## config.mk

```make
export PLATFORM = sky130hd
export DESIGN_NAME = pipe_ctrl
export DESIGN_NICKNAME = d
export VERILOG_FILES = /design/src/rtl/mips_pkg.sv /design/src/rtl/md_timer.sv /design/src/rtl/pipe_ctrl.sv
export SDC_FILE = /design/constraint.sdc
export NUM_CORES = 1
export LEC_CHECK = 0
export CAP_MARGIN = 10
export CELL_PAD_IN_SITES_DETAIL_PLACEMENT = 1
export CELL_PAD_IN_SITES_GLOBAL_PLACEMENT = 2
export CORE_MARGIN = 2
export CORE_UTILIZATION = 28
export CTS_CLUSTER_SIZE = 20
export DETAILED_ROUTE_END_ITERATION = 16
export GPL_ROUTABILITY_DRIVEN = 0
export PLACE_DENSITY = 0.88
export RECOVER_POWER = 50
export SETUP_SLACK_MARGIN = 0.2
export SYNTH_ARGS = -nofsm -noshare
export SYNTH_HDL_FRONTEND = slang
export SYNTH_SLANG_ARGS = --single-unit
```

## constraint.sdc

```tcl
create_clock -name clk -period 3.28 [get_ports clk]
set_input_delay 0.984 -clock clk [delete_from_list [all_inputs] [get_ports clk]]
set_output_delay 0.984 -clock clk [all_outputs]
set_load 0.03 [all_outputs]
```

## src/rtl/mips_pkg.sv

```systemverilog
// Shared MIPS32 pipeline definitions: mul/div sequencer states, default
// latencies and the bubble encoding loaded into ID/EX.
package mips_pkg;

  typedef enum logic {
    ST_IDLE = 1'b0,
    ST_BUSY = 1'b1
  } md_state_e;

  localparam int unsigned MUL_CYCLES_DEFAULT = 4;
  localparam int unsigned DIV_CYCLES_DEFAULT = 32;

  localparam logic [31:0] NOP_INSTR = 32'h0000_0000;
  localparam logic [4:0]  REG_ZERO  = 5'd0;

endpackage

```

## src/rtl/md_timer.sv

```systemverilog
// Mul/div busy sequencer: loads latency-1 on start, counts down, flags the
// final busy cycle.
module md_timer
  import mips_pkg::*;
#(
  parameter int unsigned MUL_CYCLES = MUL_CYCLES_DEFAULT,
  parameter int unsigned DIV_CYCLES = DIV_CYCLES_DEFAULT
) (
  input  logic clk,
  input  logic rst_n,
  input  logic start,
  input  logic div,
  output logic busy,
  output logic done
);

  localparam logic [5:0] MUL_LOAD = 6'(MUL_CYCLES - 1);
  localparam logic [5:0] DIV_LOAD = 6'(DIV_CYCLES - 1);

  md_state_e  state, state_next;
  logic [5:0] cnt, cnt_next;

  always_ff @(posedge clk or negedge rst_n) begin
    if (!rst_n) begin
      state <= ST_IDLE;
      cnt   <= '0;
    end else begin
      state <= state_next;
      cnt   <= cnt_next;
    end
  end

  always_comb begin
    state_next = state;
    cnt_next   = cnt;
    case (state)
      ST_IDLE: begin
        if (start) begin
          state_next = ST_BUSY;
          cnt_next   = div ? DIV_LOAD : MUL_LOAD;
        end
      end
      ST_BUSY: begin
        if (cnt == '0) state_next = ST_IDLE;
        else           cnt_next   = cnt - 6'd1;
      end
      default: state_next = ST_IDLE;
    endcase
  end

  assign busy = (state == ST_BUSY);
  assign done = busy && (cnt == '0);

endmodule

```

## src/rtl/pipe_ctrl.sv

```systemverilog
// Pipeline hazard controller: load-use and mul/div stalls, branch flush,
// mul/div sequencing and a saturating stall-cycle counter.
module pipe_ctrl
  import mips_pkg::*;
#(
  parameter int unsigned MUL_CYCLES = MUL_CYCLES_DEFAULT,
  parameter int unsigned DIV_CYCLES = DIV_CYCLES_DEFAULT
) (
  input  logic        clk,
  input  logic        rst_n,
  input  logic [4:0]  id_rs,
  input  logic [4:0]  id_rt,
  input  logic        id_use_rs,
  input  logic        id_use_rt,
  input  logic        id_md_start,
  input  logic        id_md_div,
  input  logic        id_hilo_rd,
  input  logic [4:0]  ex_rd,
  input  logic        ex_memread,
  input  logic        ex_br_taken,
  output logic        pc_en,
  output logic        ifid_en,
  output logic        ifid_flush,
  output logic        idex_flush,
  output logic        md_start,
  output logic        md_busy,
  output logic        md_done,
  output logic [31:0] stall_cnt
);

  logic        lu, mdh, stall;
  logic [31:0] stall_q;

  assign lu = ex_memread && (ex_rd != REG_ZERO) &&
              ((id_use_rs && (id_rs == ex_rd)) || (id_use_rt && (id_rt == ex_rd)));
  assign mdh   = md_busy && (id_md_start || id_hilo_rd);
  assign stall = (lu || mdh) && !ex_br_taken;

  // While reset is held the front end is frozen with both stages flushed.
  always_comb begin
    pc_en      = 1'b1;
    ifid_en    = 1'b1;
    ifid_flush = 1'b0;
    idex_flush = 1'b0;
    md_start   = 1'b0;
    if (!rst_n) begin
      pc_en      = 1'b0;
      ifid_en    = 1'b0;
      ifid_flush = 1'b1;
      idex_flush = 1'b1;
    end else if (ex_br_taken) begin
      ifid_flush = 1'b1;
      idex_flush = 1'b1;
    end else if (stall) begin
      pc_en      = 1'b0;
      ifid_en    = 1'b0;
      idex_flush = 1'b1;
    end else begin
      md_start = id_md_start && !md_busy;
    end
  end

  md_timer #(
    .MUL_CYCLES (MUL_CYCLES),
    .DIV_CYCLES (DIV_CYCLES)
  ) u_md_timer (
    .clk   (clk),
    .rst_n (rst_n),
    .start (md_start),
    .div   (id_md_div),
    .busy  (md_busy),
    .done  (md_done)
  );

  always_ff @(posedge clk or negedge rst_n) begin
    if (!rst_n)                      stall_q <= '0;
    else if (stall && stall_q != '1) stall_q <= stall_q + 32'd1;
  end

  assign stall_cnt = stall_q;

endmodule

```

Yosys cells after proc, flatten, opt, wreduce, memory -nomap -nowiden
Cells that the tools add are included.
- register bits: 39
- input port bits: 24
- output and inout bits: 39
- word-level logic and storage cells: 46
- $add $sub $neg: 2
- eq/ne operators: 5
- multiplexer cells: 18
- bitwise operators: 1
- reduce and logical (&&, ||, !) cells: 17
- operators by type and width (cell ; count):
    32-bit by 1-bit adder with 32-bit output (second input constant) ; 1
    32-bit inequality test (second input constant) ; 1
    1-bit two-way mux ; 13
    6-bit two-way mux ; 2
    6-bit case mux with 2 select lines ; 1
    5-bit equality test ; 2
    1-bit logical AND ; 9
    6-bit zero test ; 1
    6-bit by 1-bit subtractor with 6-bit output (second input constant) ; 1
    5-bit two-way mux ; 1
    5-bit nonzero test ; 1
    2-bit inequality test (second input constant) ; 2
    1-bit logical OR ; 3
    1-bit zero test ; 2
    1-bit case mux with 2 select lines ; 1
    2-bit AND reduction ; 1
    1-bit NOT ; 1

Depth between registers and ports, before layout
Gate-level depths: netlist (run 1).
- word-level depth: 11
- depth in mapped cells: 8
- depth with buffers taken out: 8

Hierarchy
A second synthesis (run 1) with hierarchy kept.
- cells, all modules: 226
- area total of the unflattened synthesis: 2204.6 µm²
- by module, submodules not included (module ; instances ; cells an instance ; area an instance (µm²) ; sequential area each (µm²)):
    pipe_ctrl ; 1 ; 182 ; 1780.5 ; 800.8
    md_timer ; 1 ; 44 ; 424.2 ; 175.2

Worst setup path after synthesis (run 1)
Ideal clock, no wire load.
- kind: input port to output port
- from: input ex_rd[1]
- to: output pc_en
- data arrival time: 2.892 ns
- required time: 2.296 ns
- slack: -0.596 ns
- stages on the path: 5
- buffers on the path: 1
- cell sequence: or4_4 -> o21ai_4 -> o21ai_1 -> a21boi_0 -> buf_4
- word-level cells in the longest chain between the ends: 9
- elaborated cells on any way between the ends: 13
- those cells by class: 2 x eq/ne; 3 x mux; 8 x reduce/logical
- ends and longest elaborated chain (item ; RTL line ; source):
    start: declaration ; pipe_ctrl.sv:18 ; input logic [4:0] ex_rd,
    5-bit equality test ; pipe_ctrl.sv:35 ; ((id_use_rs && (id_rs == ex_rd)) || (id_use_rt && (id_rt == ex_rd)));
    1-bit logical AND ; pipe_ctrl.sv:35 ;
    1-bit logical OR ; pipe_ctrl.sv:35 ;
    1-bit logical AND * ; pipe_ctrl.sv:34 ; assign lu = ex_memread && (ex_rd != REG_ZERO) &&
    1-bit logical OR * ; pipe_ctrl.sv:37 ; assign stall = (lu || mdh) && !ex_br_taken;
    1-bit logical AND * ; pipe_ctrl.sv:37 ;
    1-bit two-way mux * (3 in a row) ; -- ;
    end: declaration ; pipe_ctrl.sv:21 ; output logic pc_en,
Every way passes the cells marked *; elsewhere a longest branch is shown, timed or not.

Final worst setup path (run 1)
- from: input ex_rd[4]
- to: output md_start
- word-level cells in the longest chain between the ends: 9
- elaborated cells on any way between the ends: 13
- those cells by class: 2 x eq/ne; 3 x mux; 8 x reduce/logical
- ends and longest elaborated chain (item ; RTL line ; source):
    5-bit equality test ; pipe_ctrl.sv:35 ;
    1-bit logical AND ; pipe_ctrl.sv:35 ;
    1-bit logical OR ; pipe_ctrl.sv:35 ;
    1-bit logical AND * ; pipe_ctrl.sv:34 ;
    1-bit logical OR * ; pipe_ctrl.sv:37 ;
    1-bit logical AND * ; pipe_ctrl.sv:37 ;
    1-bit two-way mux * ; pipe_ctrl.sv:54 ; end else if (stall) begin
    1-bit two-way mux * ; pipe_ctrl.sv:51 ; end else if (ex_br_taken) begin
    1-bit two-way mux * ; pipe_ctrl.sv:46 ; if (!rst_n) begin
    end: declaration ; pipe_ctrl.sv:25 ; output logic md_start,
Marked as above.

==> run metrics, run 1 <==
status finished, violations left; violated checks setup timing; CP arrival 2.33 ns; final hold vios 0; DRC viols 0; static leakage 0.00131 uW; initial drt markers 44; CP required 2.30 ns; global-route usage over all layers 15.0%; RSZ-0062 raised after global routing yes; register area share after synthesis 46.9%; CP endpoint kind primary output; Final Critical Period 3.31 ns; Design Area, Final 3090 um^2; Top FF cell, synth dfrtp_1; Core Util, Final 42.8%; die span in y 90.2 um; top cell type's share of synthesized area 46.9%; initial antenna violation count 0; hold_buf cts 0; switching share of power 36.9%; worst slew pin tran 1.42 ns; largest net degree at the start of global routing 27; Sink Count 39; IO buf count 62; Int Pwr 981 uW; Die W 90.2 um; initial core utilization 28.9%; Synth Warn # 0; async set-reset flop share out of synthesis 100%; Worst-path clk slew 0.08 ns; cell taking the most area after synthesis dfrtp_1; vias in the first global route 1979; Routed WL per cell 15.2 um; Power Density 503 nW/um^2; later-pin clock latency in the skew report 0.29 ns; Clock Power Share 20.9%; Clock H-tree levels 2; Post-synth EDFFs 0; WL final 5860 um; Hold Slack 0.494 ns; CTS root buf clkbuf_8; core area 7210 um^2; Max Slew Vio Count 0; final setup vio count 3; Filler cells 834; CTS tree done; Cells after Synth 204; fraction of final layout cells sized beyond drive strength 1 19.9%; Pre-antenna DRT Iters 4; CP Max Fanout 3; first-pass GRT wire length 9960 um; Tcrit/Tclk final 101%; Worst Skew 0.00707 ns; synthesized area per cell 10.2 um^2; relative slew slack 5.07%; n_diodes 0; Clock Path Buffers 2; HPWL Detailed 4410 um; fin nets 312; switching power 574 uW; ranking of synthesized cells by area dfrtp_1 47%, xnor2_1 12%, xor2_1 6.7%, nand4_1 6.3%, nand3_1 2.6%; Hold Crit Class reg -> reg; Core Rows 31; final worst slack -0.0341 ns; Synth Register Bits 39; Area after DPL 2910 um^2; post-synthesis cell area 2080 um^2; P&R area growth vs syn 48.4%; Final TNS setup -0.0395 ns; max-cap viol count 0; Die Area 8140 um^2; FMAX 0.302 GHz; Vias per Instance 4.84; Ports 63; Comb pwr share 36.7%; Synth cell types 37; Worst Setup Start Kind input port; critical path class in -> out; antenna viol nets, final 0; IR Drop Worst-Case VDD 0.453 mV; TritonCTS Buffers 5; grt ovf 0; vias after detailed routing 1868; Sequential Power Share 42.4%; Post-Syn Nets 230
## synth_stat cells (2+ instances only)
cell,instances
a211oi_1,3
and3_1,5
and4_1,4
clkbuf_1,2
dfrtp_1,39
ha_1,2
inv_1,6
nand2_1,14
nand2b_1,2
nand3_1,11
nand4_1,21
nor2_1,13
nor2_2,2
nor3_1,9
nor4_1,4
o21ai_0,3
xnor2_1,29
xor2_1,16
## final timing paths
check                              start  cells past startpoint  slack [ns]            end
setup / recovery                ex_rd[4]                      6       -0.03       md_start
hold / removal             stall_cnt[21]                      1        0.49  stall_cnt[21]
setup reg to reg            stall_cnt[2]                      7        1.09  stall_cnt[19]
hold reg to reg            stall_cnt[21]                      1        0.49  stall_cnt[21]
max in group asynchronous          rst_n                      3        1.00  stall_cnt[26]
min in group asynchronous          rst_n                      2        0.70  stall_cnt[12]
## power by group through the flow
stage | clock [uW] | sequential, uW | combinational (uW)
2_1_floorplan | 0 | 705 | 271
3_3_place_gp | 0 | 666 | 530
4_1_cts | 340 | 661 | 572
6_report | 324 | 660 | 570
3_5_place_dp | 0 | 667 | 543
5_1_grt | 361 | 680 | 624
## worst max-delay path: stages
cell and delay, ns:
buf_8 0.10, or4_4 0.54, o21ai_4 0.23, nor2_4 0.05
nor4b_4 0.25, buf_6 0.17
## per-stage QoR
stage / cells / power (uW) / setup WS (ns)
after global routing: 386 / 1670 / -0.0727
after floorplan: 204 / 976 / -0.0595
after detailed placement: 373 / 1210 / -0.478
final: 386 / 1550 / -0.0341
after global placement: 373 / 1200 / -0.427
after CTS: 386 / 1570 / -0.109
## area by class of cell
| cell class | count | area (um^2) | share of cell area [%] |
|---|---|---|---|
| multi-input combinational | 155 | 1150 | 37.2 |
| tap | 99 | 124 | 4.01 |
| clock buffer | 5 | 68.8 | 2.23 |
| sequential | 39 | 976 | 31.6 |
| timing repair buffer | 79 | 728 | 23.6 |
| inverter | 6 | 22.5 | 0.729 |
| clock inverter | 3 | 20.0 | 0.648 |
## cells in the final DEF, fill, tap and decap left out, types with 6 or more instances in the layout
cell / n
clkdlybuf4s50_1: 38
nor3_1: 9
buf_4: 17
xor2_1: 12
dfrtp_1: 39
nand2_1: 14
xnor2_1: 29
nand4_1: 21
nand3_1: 10
buf_6: 7
inv_1: 6
nor2_1: 13
## timing repair
action                     in CTS  in global routing
setup endpoints to repair       7                  5
resized for setup              49                 25
setup buffers                   5                  0
pin swaps                      13                 13
## state kept, by name, indices dropped and copies added, names as in the netlist
| signal | count |
|---|---|
| u_md_timer.cnt | 6 |
| u_md_timer.busy | 1 |
| stall_cnt | 32 |
## kinds of logic (layout without fill, tap and decap cells)
logic type               after synthesis  count (layout)  share of synthesized area [%]
adder cells (fa/ha/maj)                2               2                           1.20
AND/OR/NAND/NOR                       93              93                           25.2
XOR/XNOR                              45              45                           18.9
multiplexers                           2               2                           1.02
AO/OA/AOI/OAI                         13              13                           4.75
flip-flops                            39              39                           46.9
buffers and inverters                 10              93                           2.04
## metal layers
metal,part of all wire (%),wire [um],GRT usage [%]
met1,48,2790,20.3
met2,47,2750,24.3
met3,4.5,265,3.60
met4,0.75,44,3.46
met5,0,0,0
Power figures use the tool's default switching activity.
==> inputs of run 2 (changes only) <==
--- a/config.mk
+++ b/config.mk
@@ -8,7 +8,6 @@
 export CAP_MARGIN = 10
 export CELL_PAD_IN_SITES_DETAIL_PLACEMENT = 1
 export CELL_PAD_IN_SITES_GLOBAL_PLACEMENT = 2
-export CORE_MARGIN = 2
 export CORE_UTILIZATION = 28
 export CTS_CLUSTER_SIZE = 20
 export DETAILED_ROUTE_END_ITERATION = 16
==> run metrics, run 2 (synthesis gave the netlist of run 1 again) <==
Clock H-tree levels 2 (unchanged); n_diodes 0 (unchanged); max FFs per register 32 (unchanged); initial core utilization 28.9% (unchanged); static leakage 0.00133 uW (was 0.00131 uW); Top Layer Used met4 (unchanged); fin nets 316 (was 312); commonest non-fill, non-tap cell in the layout dfrtp_1 (unchanged); largest net degree at the start of global routing 20 (was 27); DP Cell Count 376 (was 373); DRC viols 0 (unchanged); Final Non-Filler Cells 390 (was 386); final worst slack -0.0109 ns (was -0.0341 ns); CP endpoint kind primary output (unchanged); initial drt markers 71 (was 44); Worst Skew 0.00740 ns (was 0.00707 ns); commonest non-fill, non-tap cells in the layout 39 x dfrtp_1, 37 x clkdlybuf4s50_1, 29 x xnor2_1 (was 39 x dfrtp_1, 38 x clkdlybuf4s50_1, 29 x xnor2_1); Clock Path Buffers 2 (unchanged); worst-case reg-to-reg path depth 7 (unchanged); worst slew pin tran 1.07 ns (was 1.42 ns); vias in the first global route 2006 (was 1979); CTS tree done (unchanged); Routed WL per cell 15.8 um (was 15.2 um); P&R area growth vs syn 51.2% (was 48.4%); WL final 6140 um (was 5860 um); RSZ-0062 raised after global routing yes (unchanged); status finished, violations left (unchanged); global-route usage over all layers 16.5% (was 15.0%); Tcrit/Tclk final 100% (was 101%); Filler cells 830 (was 834); later-pin clock latency in the skew report 0.29 ns (about the same); Worst Setup Start Kind input port (unchanged); violated checks setup timing (unchanged); first-pass GRT wire length 9750 um (was 9960 um); IO buf count 62 (unchanged); Power Density 496 nW/um^2 (was 503 nW/um^2); final setup vio count 1 (was 3); antenna viol nets, final 0 (unchanged); Met2 Routed Length 3200 um (was 2750 um); IR Drop Worst-Case VDD 0.374 mV (was 0.453 mV); Overall Power 1560 uW (was 1550 uW); die span in y 88.2 um (was 90.2 um); TritonCTS Buffers 5 (unchanged); initial antenna violation count 0 (unchanged); CP Max Fanout 3 (unchanged); met3 routed WL 351 um (was 265 um); Final TNS setup -0.0109 ns (was -0.0395 ns); Hold Crit Class reg -> reg (unchanged); Hold Path Cell Cnt 1 (unchanged); grt ovf 0 (unchanged); vias after detailed routing 1881 (was 1868); Ports 63 (unchanged); hold_buf cts 0 (unchanged); Vias per Instance 4.82 (was 4.84); relative slew slack 28.6% (was 5.07%); Final Critical Period 3.29 ns (was 3.31 ns); HPWL Detailed 4640 um (was 4410 um); Max Slew Vio Count 0 (unchanged); fraction of final layout cells sized beyond drive strength 1 21.3% (was 19.9%); CP required 2.30 ns (about the same); Pre-antenna DRT Iters 4 (unchanged); Core Rows 31 (unchanged); met1 WL 2540 um (was 2790 um); critical path class in -> out (unchanged); max-cap viol count 0 (unchanged); core area 7210 um^2 (unchanged); Sink Count 39 (unchanged); Die Area 7780 um^2 (was 8140 um^2); final hold vios 0 (unchanged); FMAX 0.304 GHz (was 0.302 GHz); Die W 88.2 um (was 90.2 um); CP arrival 2.31 ns (was 2.33 ns); CTS root buf clkbuf_8 (unchanged); Worst-path clk slew 0.08 ns (about the same)
run 2: changes by cell type in the layout (fill, tap and decap cells not counted), moves of 2 or more:
| cell | delta |
|---|---|
| nor4_2 | -2 |
| buf_2 | +3 |
| clkbuf_1 | +3 |
| buf_4 | +4 |
| clkinvlp_4 | -2 |
| nor4_4 | +2 |
| xor2_1 | -2 |
| clkbuf_2 | -3 |
run 2: layout make-up:
type / instances / area [um^2] / share of cell area, %
timing repair buffer: 83 / 743 / 23.6
tap: 99 / 124 / 3.93
clock buffer: 7 / 76.3 / 2.42
multi-input combinational: 155 / 1200 / 38.2
inverter: 6 / 22.5 / 0.715
clock inverter: 1 / 5.00 / 0.159
sequential: 39 / 976 / 31.0
run 2: worst paths after layout:
check,start,slack [ns],end
setup reg to reg,stall_cnt[2],1.09,stall_cnt[19]
hold / removal,stall_cnt[21],0.49,stall_cnt[21]
min in group asynchronous,rst_n,0.77,u_md_timer.busy
max in group asynchronous,rst_n,1.55,stall_cnt[1]
hold reg to reg,stall_cnt[21],0.49,stall_cnt[21]
setup / recovery,ex_rd[4],-0.01,md_start
run 2: report_power, final:
group          switching, uW  internal [uW]  leakage (uW)  total (uW)
sequential               108            556      0.000516         664
clock                    164            149     0.0000422         313
combinational            303            281      0.000771         584
run 2: repair_timing:
item	in CTS	in global routing
resized for setup	71	14
buffers inserted	5	1
pin swaps	20	10
setup endpoints to repair	12	4
run 2: routing by layer:
metal	vias to the layer above	GRT usage, %
met5	-	0
met4	0	4.69
met3	6	3.64
met2	50	29.4
met1	934	20.0
li1	891	-
run 2: critical path, stage by stage:
cell and delay [ns]:
buf_8 0.10, or4_4 0.54, o21ai_4 0.20, nor2_4 0.05, nor4b_4 0.26, buf_6 0.17
run 2: metrics by stage:
step | instance area, um^2 | worst slack (ns) | hold slack (ns) | utilization (%)
global route | 3150 | -0.0607 | 0.533 | 43.6
CTS | 3100 | -0.0939 | 0.503 | 43.0
finish | 3150 | -0.0109 | 0.495 | 43.6
floorplan | 2100 | -0.0595 | 0.497 | -
detailed placement | 2920 | -0.518 | 0.493 | 40.4
global placement | 2920 | -0.441 | 0.483 | 40.4
